$ cat src/rtl/logic_unit_seq_if.sv
// Bus bundle for logic_unit_seq: start/abort request, operands and the registered result.
// Optional zflag appears only when LU_ZERO_FLAG_EN is defined.
interface logic_unit_seq_if #(
  parameter int WIDTH = 32
);
  logic             start;
  logic             abort;
  logic [2:0]       op;
  logic [WIDTH-1:0] regA;
  logic [WIDTH-1:0] regB;
  logic [WIDTH-1:0] regZ;
  logic             busy;
  logic             done;
`ifdef LU_ZERO_FLAG_EN
  logic             zflag;

  modport master (output start, abort, op, regA, regB,
                  input  regZ, busy, done, zflag);
  modport slave  (input  start, abort, op, regA, regB,
                  output regZ, busy, done, zflag);
`else
  modport master (output start, abort, op, regA, regB,
                  input  regZ, busy, done);
  modport slave  (input  start, abort, op, regA, regB,
                  output regZ, busy, done);
`endif
endinterface

$ cat src/rtl/logic_unit_seq.sv
// Multi-cycle bitwise logic unit: SLICE bits per cycle, LSB slice first, result held in regZ.
// Optional feature macro: LU_ZERO_FLAG_EN adds the registered zero flag output.
module logic_unit_seq #(
  parameter int WIDTH = 32,
  parameter int SLICE = 8,
  parameter int CNTW  = 3
) (
  input  logic               clk,
  input  logic               clr,
  logic_unit_seq_if.slave    bus,
  output logic [1:0]         state_dbg
);
  // Handshake: start is accepted at an edge only in IDLE or DONE; busy is high for
  // exactly N cycles in RUN; done pulses one cycle; abort acts only in RUN.
  localparam int N = WIDTH / SLICE;
  localparam logic [CNTW-1:0] LAST = CNTW'(N - 1);

  typedef enum logic [1:0] {S_IDLE = 2'd0, S_RUN = 2'd1, S_DONE = 2'd2} state_t;

  state_t           state_q, state_d;
  logic [CNTW-1:0]  cnt_q, cnt_d;
  logic [WIDTH-1:0] a_q, a_d, b_q, b_d, z_q, z_d;
  logic [2:0]       op_q, op_d;
  logic [WIDTH-1:0] f_word;
  int               base;
`ifdef LU_ZERO_FLAG_EN
  logic             zflag_q, zflag_d;
`endif

  function automatic logic [WIDTH-1:0] logic_fn(input logic [2:0] sel,
                                                input logic [WIDTH-1:0] a,
                                                input logic [WIDTH-1:0] b);
    case (sel)
      3'b000:  logic_fn = a & b;
      3'b001:  logic_fn = a | b;
      3'b010:  logic_fn = a ^ b;
      3'b011:  logic_fn = ~(a | b);
      3'b100:  logic_fn = ~a;
      3'b101:  logic_fn = a & ~b;
      3'b110:  logic_fn = ~(a & b);
      default: logic_fn = ~(a ^ b);
    endcase
  endfunction

  // Whole-word function of the latched operands; only the current slice is committed.
  assign f_word = logic_fn(op_q, a_q, b_q);
  assign base   = int'(cnt_q) * SLICE;

  always_comb begin
    state_d = state_q;
    cnt_d   = cnt_q;
    a_d     = a_q;
    b_d     = b_q;
    op_d    = op_q;
    z_d     = z_q;
`ifdef LU_ZERO_FLAG_EN
    zflag_d = zflag_q;
`endif
    case (state_q)
      S_RUN: begin
        if (bus.abort) begin
          state_d = S_IDLE;
          cnt_d   = '0;
          z_d     = '0;
`ifdef LU_ZERO_FLAG_EN
          zflag_d = 1'b0;
`endif
        end else begin
          z_d[base +: SLICE] = f_word[base +: SLICE];
          if (cnt_q == LAST) begin
            state_d = S_DONE;
            cnt_d   = '0;
`ifdef LU_ZERO_FLAG_EN
            zflag_d = (z_d == '0);
`endif
          end else begin
            cnt_d = cnt_q + 1'b1;
          end
        end
      end
      default: begin
        // IDLE and DONE share the accept path; DONE otherwise falls back to IDLE.
        if (bus.start) begin
          state_d = S_RUN;
          cnt_d   = '0;
          a_d     = bus.regA;
          b_d     = bus.regB;
          op_d    = bus.op;
          z_d     = '0;
`ifdef LU_ZERO_FLAG_EN
          zflag_d = 1'b0;
`endif
        end else begin
          state_d = S_IDLE;
        end
      end
    endcase
  end

  always_ff @(posedge clk or negedge clr) begin
    if (!clr) begin
      state_q <= S_IDLE;
      cnt_q   <= '0;
      a_q     <= '0;
      b_q     <= '0;
      op_q    <= '0;
      z_q     <= '0;
`ifdef LU_ZERO_FLAG_EN
      zflag_q <= 1'b0;
`endif
    end else begin
      state_q <= state_d;
      cnt_q   <= cnt_d;
      a_q     <= a_d;
      b_q     <= b_d;
      op_q    <= op_d;
      z_q     <= z_d;
`ifdef LU_ZERO_FLAG_EN
      zflag_q <= zflag_d;
`endif
    end
  end

  assign bus.regZ  = z_q;
  assign bus.busy  = (state_q == S_RUN);
  assign bus.done  = (state_q == S_DONE);
  assign state_dbg = state_q;
`ifdef LU_ZERO_FLAG_EN
  assign bus.zflag = zflag_q;
`endif
endmodule
$ cat src/flat_wrapper.sv
// flat-port wrapper written by rule: the top's interface ports become plain ports
module logic_unit_seq_flat 
#(
  parameter int WIDTH = 32,
  parameter int SLICE = 8,
  parameter int CNTW  = 3
)
  (clk, clr, state_dbg, bus_start, bus_abort, bus_op, bus_regA, bus_regB, bus_regZ, bus_busy, bus_done);
  logic_unit_seq_if #(.WIDTH(WIDTH)) bus_i ();
  input  logic clk;
  input  logic clr;
  output logic [1:0] state_dbg;
  input wire logic [$bits(bus_i.start)-1:0] bus_start;
  input wire logic [$bits(bus_i.abort)-1:0] bus_abort;
  input wire logic [$bits(bus_i.op)-1:0] bus_op;
  input wire logic [$bits(bus_i.regA)-1:0] bus_regA;
  input wire logic [$bits(bus_i.regB)-1:0] bus_regB;
  output wire logic [$bits(bus_i.regZ)-1:0] bus_regZ;
  output wire logic [$bits(bus_i.busy)-1:0] bus_busy;
  output wire logic [$bits(bus_i.done)-1:0] bus_done;
  assign bus_i.start = bus_start;
  assign bus_i.abort = bus_abort;
  assign bus_i.op = bus_op;
  assign bus_i.regA = bus_regA;
  assign bus_i.regB = bus_regB;
  assign bus_regZ = bus_i.regZ;
  assign bus_busy = bus_i.busy;
  assign bus_done = bus_i.done;
  logic_unit_seq #(.WIDTH(WIDTH), .SLICE(SLICE), .CNTW(CNTW)) u_core (.clk(clk), .clr(clr), .bus(bus_i), .state_dbg(state_dbg));
endmodule
$ cat config.mk
export PLATFORM = sky130hd
export DESIGN_NAME = logic_unit_seq_flat
export DESIGN_NICKNAME = d
export VERILOG_FILES = /design/src/rtl/logic_unit_seq_if.sv /design/src/rtl/logic_unit_seq.sv /design/src/flat_wrapper.sv
export SDC_FILE = /design/constraint.sdc
export NUM_CORES = 1
export LEC_CHECK = 0
export CORE_MARGIN = 2
export CORE_UTILIZATION = 35
export CTS_CLUSTER_DIAMETER = 80
export DETAILED_ROUTE_END_ITERATION = 6
export SYNTH_ARGS = -nofsm -noshare
export SYNTH_HDL_FRONTEND = slang
export SYNTH_SLANG_ARGS = --single-unit
$ cat constraint.sdc
create_clock -name clk -period 3.35 [get_ports clk]
set_clock_uncertainty 0.15 [all_clocks]
set_input_delay 0.335 -clock clk [delete_from_list [all_inputs] [get_ports clk]]
set_output_delay 0.335 -clock clk [all_outputs]
set_load 0.05 [all_outputs]
### Word level (Yosys, flattened, before mapping)

Cells that the tools add are included.

| word-level totals | value |
|---|---|
| bits in registers | 104 |
| bits of input ports | 71 |
| output and inout port bits | 36 |
| word-level logic and storage cells | 47 |

| cells by class | value |
|---|---|
| add/subtract/negate cells | 2 |
| equality and inequality tests | 10 |
| shift-type cells | 3 |
| muxes and demuxes | 13 |
| bitwise logic cells | 10 |
| reductions and logical operators | 3 |

Operators by type and width:

| operator | count |
|---|---|
| one-hot mux 32 bit (7 select lines) | 1 |
| inverter 32 bit | 5 |
| 2-to-1 mux 32 bit | 3 |
| bitwise AND 32 bit | 2 |
| negation 6 -> 33 bit | 1 |
| variable shift 8 x 33 -> 32 bit (first input constant) | 1 |
| indexed part select 8 x 33 -> 32 bit | 1 |
| bitwise mux 32 bit | 1 |
| bitwise OR 32 bit | 1 |
| indexed part select 32 x 7 -> 8 bit | 1 |
| XOR 32 bit | 1 |
| 2-to-1 mux 3 bit | 4 |
| equality test 3 x 2 -> 1 bit (second input constant) | 3 |
| equality test 3 bit (second input constant) | 3 |
| 2-to-1 mux 2 bit | 3 |
| adder 3 x 1 -> 3 bit (second input constant) | 1 |
| equality test 3 x 1 -> 1 bit (second input constant) | 1 |
| zero test 3 bit | 1 |
| != test 3 x 2 -> 1 bit (second input constant) | 1 |
| equality test 2 x 1 -> 1 bit (second input constant) | 1 |
| equality test 2 bit (second input constant) | 1 |
| AND reduction 2 bit | 1 |
| nonzero test 2 bit | 1 |
| 2-to-1 mux 1 bit | 1 |
| inverter 1 bit | 1 |

### Depth between registers and ports, before layout

Gate-level depths: netlist (run 1).

| logic depth | value |
|---|---|
| depth after elaboration | 8 |
| gate-level depth with buffers | 10 |
| mapped depth without buffers | 8 |

### Least setup slack after synthesis (run 1)

Ideal clock, no wire load.

| timing path | value |
|---|---|
| path kind | register -> register |
| from | register u_core.cnt_q[0] |
| to | register u_core.z_q[27] (netlist: u_core.bus.regZ[27]) |
| library setup time | 121 ps |
| arrival | 2,238 ps |
| data required time | 3,079 ps |
| path slack | 841 ps |
| cell stages (with the launch flop) | 9 |
| path buffers | 2 |
| period minus slack after synthesis | 2,509 ps |
| cells stage by stage | dfrtp_1 > clkbuf_1 > inv_1 > clkbuf_1 > ha_1 > ha_1 > nor4b_1 > o21ai_1 > a22o_1 |

| on the way | value |
|---|---|
| longest elaborated chain between the ends | 5 |
| elaborated cells on any way between the ends | 7 |
| those cells by class | 1 x add/sub; 3 x shift; 3 x mux |

RTL lines:

| element | RTL line | text |
|---|---|---|
| from (decl) | logic_unit_seq.sv:21 | `logic [CNTW-1:0] cnt_q, cnt_d;` |
| from (signal assigned) | logic_unit_seq.sv:113 | `cnt_q <= cnt_d;` |
| indexed part select 32 x 7 -> 8 bit or negation 6 -> 33 bit (tied branches) | logic_unit_seq.sv:69 | `z_d[base +: SLICE] = f_word[base +: SLICE];` |
| indexed part select 8 x 33 -> 32 bit or variable shift 8 x 33 -> 32 bit (tied branches) | logic_unit_seq.sv:69 |  |
| bitwise mux 32 bit * | logic_unit_seq.sv:69 |  |
| 2-to-1 mux 32 bit * | logic_unit_seq.sv:61 | `if (bus.abort) begin` |
| 2-to-1 mux 32 bit * | logic_unit_seq.sv:59 | `case (state_q)` |
| to (signal assigned) | logic_unit_seq.sv:117 | `z_q <= z_d;` |
| to (decl) | logic_unit_seq.sv:22 | `logic [WIDTH-1:0] a_q, a_d, b_q, b_d, z_q, z_d;` |

Every way passes the cells marked *; elsewhere a longest branch is shown, timed or not.
A chain may end at the register's enable or synchronous reset.

### Worst setup path after layout (run 1)

| timing path | value |
|---|---|
| from | register u_core.op_q[0] |
| to | register u_core.z_q[30] (netlist: u_core.bus.regZ[30]) |

| on the way | value |
|---|---|
| longest elaborated chain between the ends | 7 |
| elaborated cells on any way between the ends | 13 |
| those cells by class | 6 x eq/ne; 2 x shift; 4 x mux; 1 x reduce/logical |

RTL lines:

| element | RTL line | text |
|---|---|---|
| from (decl) | logic_unit_seq.sv:23 | `logic [2:0] op_q, op_d;` |
| from (signal assigned) | logic_unit_seq.sv:116 | `op_q <= op_d;` |
| equality test 3 bit, or another cell as far along | logic_unit_seq.sv:33 | `case (sel)` |
| one-hot mux 32 bit (7 select lines) * | logic_unit_seq.sv:33 |  |
| indexed part select 32 x 7 -> 8 bit * | logic_unit_seq.sv:69 |  |
| indexed part select 8 x 33 -> 32 bit * | logic_unit_seq.sv:69 |  |
| bitwise mux 32 bit * | logic_unit_seq.sv:69 |  |
| 2-to-1 mux 32 bit * | logic_unit_seq.sv:61 |  |
| 2-to-1 mux 32 bit * | logic_unit_seq.sv:59 |  |

Marked as above.

==> results of run 1 <==
-- Yosys cell counts (4+ instances only) --
master | n | area share, %
dfrtp_1 | 104 | 33
ha_1 | 99 | 16
inv_1 | 73 | 3.4
nand2_1 | 68 | 3.2
mux2_2 | 67 | 9.5
a21oi_1 | 39 | 2.5
nor2_1 | 34 | 1.6
nand2b_1 | 33 | 2.6
o21ai_1 | 30 | 1.9
buf_2 | 28 | 1.8
o21ai_0 | 23 | 1.4
mux2i_1 | 15 | 1.9
a31oi_1 | 13 | 1.0
clkbuf_1 | 13 | 0.61
o211ai_1 | 12 | 1.1
a22o_1 | 11 | 1.2
nor2b_1 | 10 | 0.79
o221ai_1 | 10 | 1.1
o32ai_1 | 9 | 0.99
nor3_1 | 8 | 0.50
o31ai_1 | 8 | 0.76
a21o_1 | 7 | 0.66
a221oi_1 | 7 | 0.77
nor3b_1 | 7 | 0.66
a211oi_1 | 6 | 0.57
o22ai_1 | 6 | 0.47
and2_1 | 5 | 0.39
and3_1 | 5 | 0.39
buf_1 | 5 | 0.24
buf_4 | 5 | 0.47
o21a_1 | 5 | 0.47
or3b_1 | 5 | 0.55
a221o_1 | 4 | 0.50
buf_6 | 4 | 0.57
mux2_1 | 4 | 0.57
mux4_2 | 4 | 1.1
o2bb2ai_1 | 4 | 0.44
-- area by class of cell --
class	count	area (um^2)
fill	2219	12800
sequential	104	2610
multi-input combinational	600	4770
tap	285	357
clock buffer	11	253
timing repair buffer	129	1260
clock inverter	5	65.1
inverter	76	285
-- cell families (layout without fill, tap and decap cells) --
kind of cell | count (synthesis) | after routing | synth area share [%]
compound gates | 213 | 213 | 18.4
flops | 104 | 104 | 32.7
xor+xnor | 1 | 1 | 0.110
fa+ha+maj | 99 | 99 | 15.6
mux | 90 | 90 | 13.1
simple gates | 197 | 197 | 12.9
buf+inv | 131 | 221 | 7.24
-- how the worst max path moves through the flow --
stage	slack (ps)	start	end	cells past startpoint
global route	380	u_core.op_q[1]$_DFFE_PN0P_	u_core.bus.regZ[24]$_DFFE_PN0P_	7
CTS	650	u_core.op_q[1]$_DFFE_PN0P_	u_core.bus.regZ[8]$_DFFE_PN0P_	7
floorplan	840	u_core.cnt_q[0]$_DFFE_PN0P_	u_core.bus.regZ[27]$_DFFE_PN0P_	8
finish	620	u_core.op_q[0]$_DFFE_PN0P_	u_core.bus.regZ[30]$_DFFE_PN0P_	6
detailed placement	670	u_core.op_q[1]$_DFFE_PN0P_	u_core.bus.regZ[8]$_DFFE_PN0P_	7
global placement	690	u_core.op_q[1]$_DFFE_PN0P_	u_core.bus.regZ[8]$_DFFE_PN0P_	7
-- power breakdown --
| part | switching, mW | internal, mW | total [mW] |
|---|---|---|---|
| logic | 1.58 | 1.32 | 2.90 |
| registers | 0.381 | 1.50 | 1.88 |
| clock network | 0.503 | 0.626 | 1.13 |
| total | 2.47 | 3.44 | 5.91 |
-- layer usage --
metal,part of all wire [%],wire [um]
met4,1.4,284
met2,46,9230
met3,3.8,763
met5,0,0
met1,49,9770
-- timing repair --
item,in CTS,in global routing
hold endpoints to repair,43,0
hold buffers,1,0
resized for setup,0,0
-- metrics by stage --
step                      hold WS [ps]  util, %
after floorplan                   -111        -
after global placement             238     41.3
after detailed placement           242     41.3
after CTS                          338     42.8
after global routing               361     42.8
final                              328     42.8
-- registers in the layout (all words and copies together), names as in the netlist --
signal,cells
u_core.op_q,3
u_core.bus.regZ,32
u_core.state_dbg,2
u_core.cnt_q,3
u_core.a_q,32
u_core.b_q,32
-- worst max-delay path, delay by kind of cell (launching register included) --
family	cells	cell delay [ps]
AND/OR/NAND/NOR	2	610
buffers and inverters	1	380
AO/OA/AOI/OAI	3	610
flip-flops	1	830
==> flow_metrics.tcl, run 1 <==
set metrics [dict create \
    timing_worst_setup_path_type "reg -> reg" \
    clock-root-buffer "clkbuf_16" \
    crit_share_post_route_pct 81.5 \
    clk_pin_slew_ps 70 \
    timing.reg2reg.setup_slack_ps 620 \
    grt_pass1_wl_um 32500 \
    run_status "completed" \
    critical_path.endpoint_type "register" \
    synth_edf_count 0 \
    worst_slew_slack_as_a_fraction_of_its_limit_pct 53.6 \
    fin_setup_tns_ps 0 \
    period_needed_ps 2730 \
    power_density_relative_to_cell_area_nw_per_um2 615 \
    detail_route.wirelength_um 20000 \
    ys_seq_elements 104 \
    groute.layer.met3.usage_pct 2.69 \
    worst_setup_path_start_kind "register" \
    clk_sinks 104 \
    post_synth_num_cell_types 64 \
    cp_slowest_stage_delay_ps 830 \
    pre_cts_ws_ps 665 \
    dr.pass1.iters 5 \
    number_of_antenna_violations_at_the_first_check_in_global_routing 0 \
    final_area_um2 9600 \
    cts_htree_levels 3 \
    globalRouteTotalUtil_pct 17.1 \
    min_to "u_core.bus.regZ[21]$_DFFE_PN0P_" \
    synthArstFlopShare_pct 100 \
    ctsLongestPathBuffers 2 \
    most_common_cell_after_layout_fill_and_taps_aside "clkdlybuf4s50_1" \
    dp_hpwl_um 14800 \
    avgViaCountPerCell 5.26 \
    cts_made_buffers 9 \
    finish.net_count 1090 \
    row_count 55 \
    power_leakage_nw 4.30 \
    drive_gt1_share_pct 13.5 \
    rsz0062_at_grt "no" \
    die-height_um 155 \
    grt_use_met2_pct 27.7 \
    maxCapViolations 0 \
    worstPathCellList "buf_4 -> nor3_1 -> or4_1 -> a22oi_1 -> a21o_1 -> o21ai_1" \
    reg2regPathDepth 6 \
    postSynthAreaPerCell_um2 9.52 \
    max_slew.worst_pin.slew_ps 692 \
    critPathRequiredTime_ps 3450 \
    grt_max_degree 69 \
    area.growth.synth_to_final_pct 20.8 \
    grt_use_met1_pct 23.8 \
    stdcell_count 1210 \
    clk_latency_ps 360 \
    ant_nets 0 \
    hold_viol 0 \
    cts_tree "built" \
    grt.overflow.total 0 \
    slack_of_the_critical_path_ps 621 \
    core_area_um2 22400 \
    busiest_layer "met2" \
    syn-num-nets 1005 \
    regToRegStartpoint "u_core.op_q[0]$_DFFE_PN0P_" \
    placed_cells 1193 \
    drcViolationCount 0 \
    start_util_pct 35.4 \
    cells_after_synthesis 835 \
    mostFrequentLayoutCells "clkdlybuf4s50_1, dfrtp_1, ha_1, inv_1" \
    antenna-diode-count 0 \
    critical_path.reg2reg.endpoint "u_core.bus.regZ[30]$_DFFE_PN0P_" \
    design.die.area_um2 23900 \
    peakVddDrop_mv 0.299 \
    worstHoldStart "u_core.bus.regZ[21]$_DFFE_PN0P_" \
    timing_max_transition_violations_final 0 \
    ys_seq_area_share_pct 32.7 \
    cell_area_placed_um2 9270 \
    die_width_um 155 \
    achievable-frequency_mhz 366 \
    cp_slowest_cell "dfrtp_4" \
    setup_viol 0 \
    drt_first_iter_violations 454 \
    via_count 6363 \
    number_of_i_o_pins 107 \
    crit_arrival_ps 2830 \
    worst_hold_path.num_cells 2 \
    post-layout-total-power_mw 5.91 \
    ys.warnings.count 0 \
    numPortBuffers 106 \
    detail_route.wl_per_cell_um 16.6 \
    cts_setup_buffers 0 \
    final_wtd_congestion 0.862 \
    holdCritPathClass "reg -> reg" \
    synth_area_um2 7950 \
    yosys_most_used_dff "dfrtp_1" \
    critical_path.max_fanout 60 \
    first_global_vias 6157 \
]
Power figures use the tool's default switching activity.
==> inputs of run 2 (changes only) <==
clock period = 2.63 ns   (was 3.35 ns; I/O delays follow)
==> flow_metrics.tcl, run 2 (synthesized netlist as in run 1, its figures left out) <==
set metrics [dict create \
    post-layout-total-power_mw 7.84 \
    row_count 55 \
    clk_latency_ps 370 \
    fin_setup_tns_ps 0 \
    worst_slew_slack_as_a_fraction_of_its_limit_pct 53.6 \
    run_status "completed" \
    grt_pass1_wl_um 33600 \
    critical_path.max_fanout 13 \
    max_slew.worst_pin.slew_ps 691 \
    number_of_i_o_pins 107 \
    clk_pin_slew_ps 80 \
    start_util_pct 35.4 \
    mostFrequentLayoutCells "clkdlybuf4s50_1, dfrtp_1, ha_1, inv_1" \
    drcViolationCount 0 \
    period_needed_ps 2440 \
    globalRouteTotalUtil_pct 17.8 \
    area.growth.synth_to_final_pct 24.1 \
    clock-root-buffer "clkbuf_16" \
    setup_viol 0 \
    number_of_antenna_violations_at_the_first_check_in_global_routing 0 \
    cts_htree_levels 3 \
    first_global_vias 6436 \
    drt_first_iter_violations 378 \
    hold_viol 0 \
    final_wtd_congestion 0.872 \
    clk_sinks 104 \
    power_density_relative_to_cell_area_nw_per_um2 795 \
    most_common_cell_after_layout_fill_and_taps_aside "clkdlybuf4s50_1" \
    critPathRequiredTime_ps 2750 \
    holdCritPathClass "in -> async" \
    design.die.area_um2 23900 \
    peakVddDrop_mv 0.390 \
    maxCapViolations 0 \
    avgViaCountPerCell 5.28 \
    die_width_um 155 \
    via_count 6510 \
    rsz0062_at_grt "no" \
    timing_max_transition_violations_final 0 \
    critical_path.endpoint_type "register" \
    grt.overflow.total 0 \
    timing_worst_setup_path_type "reg -> reg" \
    drive_gt1_share_pct 15.8 \
    power_leakage_nw 4.44 \
    detail_route.wirelength_um 20900 \
    grt_max_degree 62 \
    ant_nets 0 \
    cts_tree "built" \
    achievable-frequency_mhz 410 \
    detail_route.wl_per_cell_um 17.0 \
    dr.pass1.iters 4 \
    cts_made_buffers 9 \
    numPortBuffers 106 \
    crit_arrival_ps 2560 \
    worst_setup_path_start_kind "register" \
    core_area_um2 22400 \
    finish.net_count 1113 \
    dp_hpwl_um 15900 \
    ctsLongestPathBuffers 2 \
    die-height_um 155 \
    crit_share_post_route_pct 92.8 \
    antenna-diode-count 0 \
]
-- run 2: changes by cell type in the layout (fill, tap and decap cells not counted), moves of 2 or more --
cell,previous run,this run
inv_6,0,2
buf_12,2,7
buf_4,21,38
clkinv_4,4,2
-- run 2: final timing paths --
check / startpoint / endpoint / slack, ps / cells after the start
worst max-delay path: u_core.op_q[0]$_DFFE_PN0P_ / u_core.bus.regZ[28]$_DFFE_PN0P_ / 190 / 8
worst min-delay path: clr / u_core.b_q[13]$_DFFE_PN0P_ / 170 / 2
worst max register to register: u_core.op_q[0]$_DFFE_PN0P_ / u_core.bus.regZ[28]$_DFFE_PN0P_ / 190 / 8
worst min register to register: u_core.bus.regZ[0]$_DFFE_PN0P_ / u_core.bus.regZ[0]$_DFFE_PN0P_ / 330 / 1
max in group asynchronous: clr / u_core.op_q[0]$_DFFE_PN0P_ / 1510 / 3
min in group clk: u_core.bus.regZ[0]$_DFFE_PN0P_ / u_core.bus.regZ[0]$_DFFE_PN0P_ / 330 / 1
-- run 2: where the power goes --
part / internal [mW] / leakage (nW) / switching (mW) / total (mW)
Clock: 0.844 / 0.157 / 0.661 / 1.51
Combinational: 1.86 / 2.99 / 2.17 / 4.03
Sequential: 1.91 / 1.29 / 0.400 / 2.31
-- run 2: layout make-up --
class | count | area (um^2)
fill | 2172 | 12600
clock buffer | 9 | 225
inverter | 76 | 285
multi-input combinational | 600 | 4780
tap | 285 | 357
sequential | 104 | 2610
clock inverter | 7 | 103
timing repair buffer | 152 | 1500
-- run 2: critical path, cell delays in order, from the launching register on --
cell	delay, ps
dfrtp_4	570
clkbuf_8	210
and2_1	240
a2111o_1	430
a21o_1	160
a32oi_1	150
buf_4	160
nor2_1	50
a22o_1	200
-- run 2: layer usage --
metal	GRT usage, %	routed length [um]
met5	0	0
met4	6.97	438
met3	3.39	1230
met2	28.3	9550
met1	24.0	9680
-- run 2: metrics by stage --
step / setup WS (ps) / hold WS (ps) / instance area (um^2) / std cells / utilization, %
2_1_floorplan: 121 / -183 / 7950 / 835 / -
3_3_place_gp: 129 / 21.0 / 9500 / 1215 / 42.4
3_5_place_dp: 122 / 19.7 / 9500 / 1215 / 42.4
4_1_cts: 103 / 187 / 9840 / 1232 / 43.9
5_1_grt: 27.9 / 208 / 9860 / 1233 / 44.0
6_report: 190 / 174 / 9860 / 1233 / 44.0
-- run 2: repair_timing --
item / in CTS / in global routing
buffers inserted: 0 / 1
endpoints found under the hold margin: 50 / 0
hold buffers: 1 / 0
gates resized for setup: 0 / 2
setup endpoints to repair: 0 / 4
